`config.mk`:
```
export PLATFORM = sky130hd
export DESIGN_NAME = rx_bit_sampler
export DESIGN_NICKNAME = d
export VERILOG_FILES = /design/src/rtl/uart_rx_pkg.sv /design/src/rtl/rx_line_sync.sv /design/src/rtl/rx_bit_sampler.sv
export SDC_FILE = /design/constraint.sdc
export NUM_CORES = 1
export LEC_CHECK = 0
export CORE_AREA = 2 2 54 56
export DETAILED_ROUTE_END_ITERATION = 6
export DIE_AREA = 0 0 56 58
export PLACE_DENSITY = 0.81
export SLEW_MARGIN = 10
export SYNTH_ARGS = -nofsm -noshare
export SYNTH_HDL_FRONTEND = slang
export SYNTH_SLANG_ARGS = --single-unit
export TNS_END_PERCENT = 5
```
`constraint.sdc`:
```
create_clock -name clk -period 2.4 [get_ports clk]
set_input_delay 0.36 -clock clk [delete_from_list [all_inputs] [get_ports clk]]
set_output_delay 0.36 -clock clk [all_outputs]
set_load 0.005 [all_outputs]
```
`src/rtl/uart_rx_pkg.sv`:
```
// Shared UART receive-path definitions: one-hot Rx state encodings used by the
// framing FSM and the bit sampler, plus common defaults.
package uart_rx_pkg;

  localparam int   OVERSAMPLE_DEF = 16;
  localparam logic ENABLE         = 1'b1;
  localparam logic DISABLE        = 1'b0;

  // Framing FSM states; the sampler mirrors the same one-hot code points.
  typedef enum logic [4:0] {
    INTERVAL  = 5'b00001,
    STARTBIT  = 5'b00010,
    DATABITS  = 5'b00100,
    PARITYBIT = 5'b01000,
    STOPBIT   = 5'b10000
  } rx_state_t;

  typedef enum logic [4:0] {
    SMP_IDLE   = 5'b00001,
    SMP_START  = 5'b00010,
    SMP_DATA   = 5'b00100,
    SMP_PARITY = 5'b01000,
    SMP_STOP   = 5'b10000
  } smp_state_t;

endpackage

```
`src/rtl/rx_line_sync.sv`:
```
// Multi-flop synchroniser for the asynchronous rx line; resets to the idle
// (high) level so no spurious start edge is seen out of reset.
module rx_line_sync #(
  parameter int STAGES = 2
) (
  input  logic clk,
  input  logic rst,
  input  logic rx,
  output logic line
);

  logic [STAGES-1:0] sync_q;

  always_ff @(posedge clk or negedge rst) begin
    if (!rst) sync_q <= '1;
    else      sync_q <= {sync_q[STAGES-2:0], rx};
  end

  assign line = sync_q[STAGES-1];

endmodule

```
`src/rtl/rx_bit_sampler.sv`:
```
// UART Rx front end: oversamples the synchronised line, 2-of-3 votes each bit
// centre and issues the mid-bit / end-of-bit strobes for the framing FSM.
module rx_bit_sampler
  import uart_rx_pkg::*;
#(
  parameter int OVERSAMPLE   = OVERSAMPLE_DEF,
  parameter int SAMPLE_POINT = 8,
  parameter int DATA_BITS    = 8,
  parameter int SYNC_STAGES  = 2
) (
  input  logic clk,
  input  logic rst,
  input  logic rx_i,
  input  logic acq_sig_i,
  input  logic parity_enable_i,
  output logic rx_synch_o,
  output logic bit_synch_o,
  output logic bit_o,
  output logic frame_error_o,
  output logic false_start_o,
  output logic busy_o
);

  localparam int            CW        = $clog2(OVERSAMPLE);
  localparam logic [CW-1:0] CNT_LAST  = CW'(OVERSAMPLE - 1);
  localparam logic [CW-1:0] CNT_S0    = CW'(SAMPLE_POINT - 1);
  localparam logic [CW-1:0] CNT_S1    = CW'(SAMPLE_POINT);
  localparam logic [CW-1:0] CNT_VOTE  = CW'(SAMPLE_POINT + 1);
  localparam logic [3:0]    BITS_LAST = 4'(DATA_BITS);

  logic line;

  rx_line_sync #(.STAGES(SYNC_STAGES)) u_line_sync (
    .clk  (clk),
    .rst  (rst),
    .rx   (rx_i),
    .line (line)
  );

  // Triplicated control state, bitwise 2-of-3 voted on every read.
  logic [4:0]    state_q [3];
  logic [CW-1:0] cnt_q   [3];
  logic [3:0]    bcnt_q  [3];

  smp_state_t    state, state_n;
  logic [CW-1:0] cnt, cnt_n;
  logic [3:0]    bcnt, bcnt_n, bcnt_inc;

  assign state = smp_state_t'((state_q[0] & state_q[1]) | (state_q[0] & state_q[2]) |
                              (state_q[1] & state_q[2]));
  assign cnt   = (cnt_q[0] & cnt_q[1]) | (cnt_q[0] & cnt_q[2]) | (cnt_q[1] & cnt_q[2]);
  assign bcnt  = (bcnt_q[0] & bcnt_q[1]) | (bcnt_q[0] & bcnt_q[2]) | (bcnt_q[1] & bcnt_q[2]);
  assign bcnt_inc = bcnt + 4'd1;

  logic prev_q, prev_n;
  logic samp0_q, samp0_n, samp1_q, samp1_n;
  logic par_q, par_n;
  logic bit_n, vote;
  logic rx_synch_n, bit_synch_n, fe_n, fs_n;

  assign vote = (samp0_q & samp1_q) | (samp0_q & line) | (samp1_q & line);

  always_comb begin
    // NOTE: every variable gets a default first so no path leaves it unassigned (no latches).
    state_n     = state;
    cnt_n       = cnt;
    bcnt_n      = bcnt;
    prev_n      = prev_q;
    samp0_n     = samp0_q;
    samp1_n     = samp1_q;
    par_n       = par_q;
    bit_n       = bit_o;
    rx_synch_n  = 1'b0;
    bit_synch_n = 1'b0;
    fe_n        = 1'b0;
    fs_n        = 1'b0;

    if (acq_sig_i) begin
      if (state == SMP_IDLE) begin
        prev_n = line;
        // Falling edge only: a line held low (break) cannot re-trigger.
        if (!line && prev_q) begin
          state_n = SMP_START;
          cnt_n   = '0;
        end
      end else begin
        cnt_n = (cnt == CNT_LAST) ? '0 : cnt + CW'(1);
        if (cnt == CNT_S0) samp0_n = line;
        if (cnt == CNT_S1) samp1_n = line;

        if (cnt == CNT_VOTE) begin
          case (state)
            SMP_START: begin
              if (vote) begin
                fs_n    = 1'b1;
                state_n = SMP_IDLE;
                cnt_n   = '0;
              end else begin
                rx_synch_n = 1'b1;
                par_n      = parity_enable_i;
              end
            end
            SMP_DATA, SMP_PARITY: begin
              rx_synch_n = 1'b1;
              bit_n      = vote;
            end
            SMP_STOP: begin
              // Ending at mid-stop leaves half a bit of slack for the next start edge.
              bit_synch_n = 1'b1;
              bit_n       = vote;
              fe_n        = !vote;
              prev_n      = vote;
              state_n     = SMP_IDLE;
              cnt_n       = '0;
            end
            default: state_n = SMP_IDLE;
          endcase
        end

        if (cnt == CNT_LAST) begin
          bit_synch_n = 1'b1;
          case (state)
            SMP_START: begin
              state_n = SMP_DATA;
              bcnt_n  = '0;
            end
            SMP_DATA: begin
              bcnt_n = bcnt_inc;
              if (bcnt_inc == BITS_LAST)
                state_n = (par_q == ENABLE) ? SMP_PARITY : SMP_STOP;
            end
            SMP_PARITY: state_n = SMP_STOP;
            default:    state_n = SMP_IDLE;
          endcase
        end
      end
    end
  end

  always_ff @(posedge clk or negedge rst) begin
    if (!rst) begin
      for (int i = 0; i < 3; i++) begin
        state_q[i] <= SMP_IDLE;
        cnt_q[i]   <= '0;
        bcnt_q[i]  <= '0;
      end
      prev_q        <= 1'b1;
      samp0_q       <= 1'b0;
      samp1_q       <= 1'b0;
      par_q         <= DISABLE;
      bit_o         <= 1'b0;
      rx_synch_o    <= 1'b0;
      bit_synch_o   <= 1'b0;
      frame_error_o <= 1'b0;
      false_start_o <= 1'b0;
    end else begin
      for (int i = 0; i < 3; i++) begin
        state_q[i] <= state_n;
        cnt_q[i]   <= cnt_n;
        bcnt_q[i]  <= bcnt_n;
      end
      prev_q        <= prev_n;
      samp0_q       <= samp0_n;
      samp1_q       <= samp1_n;
      par_q         <= par_n;
      bit_o         <= bit_n;
      rx_synch_o    <= rx_synch_n;
      bit_synch_o   <= bit_synch_n;
      frame_error_o <= fe_n;
      false_start_o <= fs_n;
    end
  end

  assign busy_o = (state != SMP_IDLE);

endmodule
```
**Word-level counts from Yosys, hierarchy flattened**

Cells that the tools add are included.

- Flip-flop bits (word level): 24
- Input bits: 5
- Output and inout port bits: 6

- Add/subtract/negate cells: 2
- Equal/unequal tests: 11
- Multiplexer cells: 43
- Bitwise operators: 16
- Reduce and logical (&&, ||, !) cells: 12

Operators with widths:

| cell | number |
|---|---|
| two-way mux 5 bit | 8 |
| two-way mux 4 bit | 9 |
| two-way mux 1 bit | 21 |
| equality test 4 bit (second input constant) | 4 |
| OR 4 bit | 4 |
| one-hot mux 4 bit (2 select lines) | 2 |
| one-hot mux 5 bit (3 select lines) | 1 |
| OR 5 bit | 2 |
| one-hot mux 5 bit (2 select lines) | 1 |
| AND reduction 3 bit | 3 |
| adder 4 x 1 -> 4 bit (second input constant) | 2 |
| bitwise AND 4 bit | 2 |
| bitwise AND 5 bit | 1 |
| equality test 5 x 1 -> 1 bit (second input constant) | 1 |
| equality test 5 x 2 -> 1 bit (second input constant) | 1 |
| equality test 5 x 3 -> 1 bit (second input constant) | 1 |
| equality test 5 x 4 -> 1 bit (second input constant) | 1 |
| equality test 5 bit (second input constant) | 1 |
| inequality test 5 x 1 -> 1 bit (second input constant) | 1 |
| AND reduction 5 bit | 1 |
| equality test 4 x 3 -> 1 bit (second input constant) | 1 |
| AND reduction 4 bit | 1 |
| nonzero test 2 bit | 2 |
| bitwise AND 1 bit | 3 |
| 7 further kinds | 10 |

**Depth between registers and ports, before layout**

Gate-level depths: netlist of run 1.

- Depth in word-level cells: 12
- Depth in mapped cells: 6

**By module**

A second synthesis of run 1 with hierarchy kept.

- Cells, all modules: 145
- Area total of the unflattened synthesis: 1,362.6 um2

Modules (own cells, without submodules):

| module | times used | cells each | area an instance (um2) |
|---|---|---|---|
| rx_bit_sampler | 1 | 143 | 1,310.0 |
| rx_line_sync | 1 | 2 | 52.6 |

**Worst setup path after synthesis of run 1**

OpenSTA, ideal clock, no wires.

- Path type: reg-to-reg
- From: reg state_q[4] in the netlist's numbering
- To: reg bit_o
- Setup time: 0.125 ns
- Arrival time: 1.660 ns
- Slack: 0.615 ns
- Cell stages (with the launch flop): 7
- Path buffers: 2
- Cells stage by stage: dfrtp_1 -> buf_6 -> or4_4 -> o21ai_4 -> buf_6 -> a211oi_2 -> mux2_4

- Cells in the longest elaborated chain, start to end: 6
- Elaborated cells on any way between the ends: 10
- Those cells by class: 4 x eq/ne; 4 x bitwise; 2 x reduce/logical

Ends and longest elaborated chain:

| element | line | RTL |
|---|---|---|
| start: declaration | rx_bit_sampler.sv:41 | `logic [4:0] state_q [3];` |
| start signal: indexed assignment | rx_bit_sampler.sv:158 | `state_q[i] <= state_n;` |
| bitwise AND 5 bit (*) | rx_bit_sampler.sv:50 | `(state_q[1] & state_q[2]));` |
| OR 5 bit | rx_bit_sampler.sv:49 | `assign state = smp_state_t'((state_q[0] & state_q[1]) \| (state_q[0] & state_q[2]) \|` |
| OR 5 bit (*) | rx_bit_sampler.sv:49 |  |
| equality test 5 x 3 -> 1 bit, or another cell as far along | rx_bit_sampler.sv:92 | `case (state)` |
| OR reduction 3 bit (no line) / inverter 1 bit (equally long branches) | n/a |  |
| AND reduction 4 bit (no line) (*) | n/a |  |
| end signal: assignment | rx_bit_sampler.sv:166 | `bit_o <= bit_n;` |
| end: declaration | rx_bit_sampler.sv:18 | `output logic bit_o,` |

Mark *: on every way between the ends. The rest lies on a longest branch, timed or not.
A chain may end at the register's enable or synchronous reset.

**Final worst setup path of run 1**

- From: reg state_q[1] in the netlist's numbering
- To: out busy_o

- Cells in the longest elaborated chain, start to end: 4

Ends and longest elaborated chain:

| element | line | RTL |
|---|---|---|
| bitwise AND 5 bit (*) | rx_bit_sampler.sv:50 |  |
| OR 5 bit | rx_bit_sampler.sv:49 |  |
| OR 5 bit (*) | rx_bit_sampler.sv:49 |  |
| inequality test 5 x 1 -> 1 bit (*) | rx_bit_sampler.sv:174 | `assign busy_o = (state != SMP_IDLE);` |
| end: declaration | rx_bit_sampler.sv:21 | `output logic busy_o` |

Marked as above.

==> flow_summary.json, run 1 <==
{
  "setup_viol": 0,
  "antenna_found_initial": 0,
  "ys_seq_area_share_pct": 42.49,
  "rsz0062_at_grt": "no",
  "slowest_stage": "dfrtp_1",
  "yosysTopAreaCellShare_pct": 35.12,
  "synth_warnings": 0,
  "ctsResizeCount": 0,
  "slowest_delay_ns": 0.54,
  "syn_inst": 140,
  "numPortBuffers": 10,
  "path_clk_slew_ns": 0.14,
  "finalMaxSlewViolations": 0,
  "post-route-util_pct": 60.29,
  "synth_area_per_cell_um2": 10.18,
  "drv_cap": 0,
  "routed_via_density": 6.242,
  "synth_area_um2": 1425,
  "critPathMaxFanout": 12,
  "rows": 19,
  "tns_ns": 0,
  "worstSetupEndpointType": "output pin",
  "p_leak_nw": 0.6585,
  "finalCritPeriodShare_pct": 92.24,
  "drc": 0,
  "clock_skew_ns": 0.01609,
  "n_fill_cell": 231,
  "cts-root-buf": "clkbuf_4",
  "die-area_um2": 3248,
  "clk_path_buf_depth": 2,
  "ios": 11,
  "die_w_um": 56,
  "ant_nets": 0,
  "routedWlPerCell_um": 15.75,
  "h-tree-depth": 1,
  "cts.sinks": 24,
  "cts_setup_buffers": 0,
  "timing.fmax_mhz": 451.7,
  "drtIter0Drc": 35,
  "synthTopCellsByArea": "dfrtp_1 35%, dfstp_2 7.4%, ha_1 3.5%",
  "outcome": "finished clean",
  "grt_max_degree": 25,
  "start_kind": "register",
  "cts_buffers": 3,
  "synth_ff_type": "dfrtp_1",
  "ys_seq_elements": 24,
  "clk_latency_ns": 0.33,
  "core_area_um2": 2663,
  "gp_congestion": 0.9472,
  "fin_nets": 161,
  "die_h_um": 58,
  "drive_gt1_share_pct": 15.89,
  "start_util_pct": 53.52,
  "dp_slack_ns": 0.4585,
  "final_cell_mix": "20 x dfrtp_1, 10 x clkdlybuf4s50_1, 9 x nand2_1",
  "cp.arrival_ns": 1.85,
  "synth.distinct_cells": 54,
  "vias": 1136,
  "dp_hpwl_um": 2137,
  "final_common_cell": "dfrtp_1",
  "required_ns": 2.04,
  "cp_num_buf_inv": 1,
  "p_total_mw": 1.260,
  "cts_tree": "done",
  "p_per_area_nw_per_um2": 784.7,
  "worst_slack_ns": 0.1864,
  "ir_drop_mv": 0.6403,
  "layout_min_cycle_time_ns": 2.214,
  "grt_first_pass_wirelength_um": 5043,
  "grt_overflow": 0,
  "hold_buffers": 0,
  "tightest_slew_ns": 0.4092,
  "whs_ns": 0.3646,
  "cpLargestDelayFamily": "flip-flops",
  "synthToLayoutAreaGrowth_pct": 12.64,
  "worstHoldPathType": "register to register",
  "async_reset_ff_share_pct": 100.0,
  "max_slew_margin_pct": 72.56,
  "wirelength_um": 2867,
  "grt_use_total_pct": 19.99,
  "first_global_vias": 1036,
  "antenna_cells": 0,
  "path_cells": "nor4_2 > nand2_1 > clkdlybuf4s50_1",
  "critPathKind": "register to output pin",
  "hold_violations": 0,
  "synth_edf_count": 0,
  "synth_fp_nets": 149,
  "firstDrtPassIters": 4,
  "yosysTopAreaCell": "dfrtp_1"
}
==> layout make-up <==
| cell class | count | area (um^2) | area share (%) |
|---|---|---|---|
| Clock buffer | 3 | 22.52 | 1.403 |
| Timing Repair Buffer | 13 | 122.6 | 7.638 |
| Clock inverter | 1 | 30.03 | 1.871 |
| Sequential cell | 24 | 605.6 | 37.72 |
| Tap cell | 31 | 38.79 | 2.416 |
| Multi-Input combinational cell | 102 | 755.7 | 47.08 |
| Inverter | 8 | 30.03 | 1.871 |
==> kinds of logic (layout without fill, tap and decap cells) <==
group	Yosys count	in the layout	synth area share [%]
AOI/OAI and AO/OA	44	44	23.62
buffers and inverters	14	25	4.917
adders and majority gates	5	5	4.214
and+or+nand+nor	46	46	19.31
DFF	24	24	42.49
muxes	5	5	4.214
xor gates and xnor gates	2	2	1.229
==> path summary, 6_finish.rpt <==
check / endpoint / from / cells past startpoint / slack [ns]
worst max-delay path: busy_o / state_q[1] / 3 / 0.19
worst min-delay path: u_line_sync.sync_q[1] / u_line_sync.sync_q[0] / 0 / 0.36
worst max register to register: par_q / state_q[1] / 4 / 0.42
worst min register to register: u_line_sync.sync_q[1] / u_line_sync.sync_q[0] / 0 / 0.36
max in group asynchronous: u_line_sync.sync_q[1] / rst / 2 / 1.71
min in group asynchronous: bit_o / rst / 2 / 0.38
==> flip-flops by register name, summed over array words and instances, names as in the netlist <==
| signal | cells |
|---|---|
| state_q | 5 |
| bcnt_q | 4 |
| cnt_q | 4 |
| u_line_sync.sync_q | 2 |
| bit_o | 1 |
| bit_synch_o | 1 |
| false_start_o | 1 |
| frame_error_o | 1 |
| par_q | 1 |
| prev_q | 1 |
| rx_synch_o | 1 |
| samp0_q | 1 |
| samp1_q | 1 |
==> cell usage after synthesis (2+ instances only) <==
library cell and n:
a21oi_1 3, mux2_1 2, a21o_1 2, nand3_1 7
buf_6 2, and3_1 2, a22o_1 3, nor2_1 4
nand2_1 9, a32oi_1 2, buf_2 2, o21a_1 2
dfrtp_1 20, a21boi_0 2, ha_1 4, a31oi_1 3
nor3_2 2, o22ai_1 4, mux2_2 2, o21ai_0 5
nand2b_1 3, o211ai_1 4, inv_1 8, dfstp_2 4
and3b_1 2, a211o_1 2, clkbuf_1 2, nor2b_1 4
and2_1 2, nor3_1 3
==> where the power goes <==
group	switching (mW)	internal [mW]	total, mW
sequential	0.109	0.485	0.593
combinational	0.205	0.166	0.372
clock	0.126	0.169	0.295
total	0.440	0.820	1.26
==> metrics by stage <==
step,cells,instance area [um^2]
floorplan,140,1425
global placement,178,1546
detailed placement,178,1546
CTS,182,1599
global route,182,1605
finish,182,1605
==> metal layers <==
layer  vias up  track usage, %  part of all wire, %
met2        30           31.93                   47
met5         -               0                    0
met1       556           27.73                   48
met3         4           2.679                  3.8
met4         0           8.163                  1.5
li1        546               -                    -
No activity file was read; power rests on OpenSTA's default activity.
==> inputs of run 2 (changes only) <==
- ABC_CLOCK_PERIOD_IN_PS: not set -> 2400
==> results of run 2 <==
The final DEF is identical to that of run 1; final timing and power are the same.
==> inputs of run 3 (changes only) <==
- CTS_CLUSTER_SIZE: not set -> 40
==> results of run 3 <==
The final DEF is identical to that of run 1; final timing and power are the same.
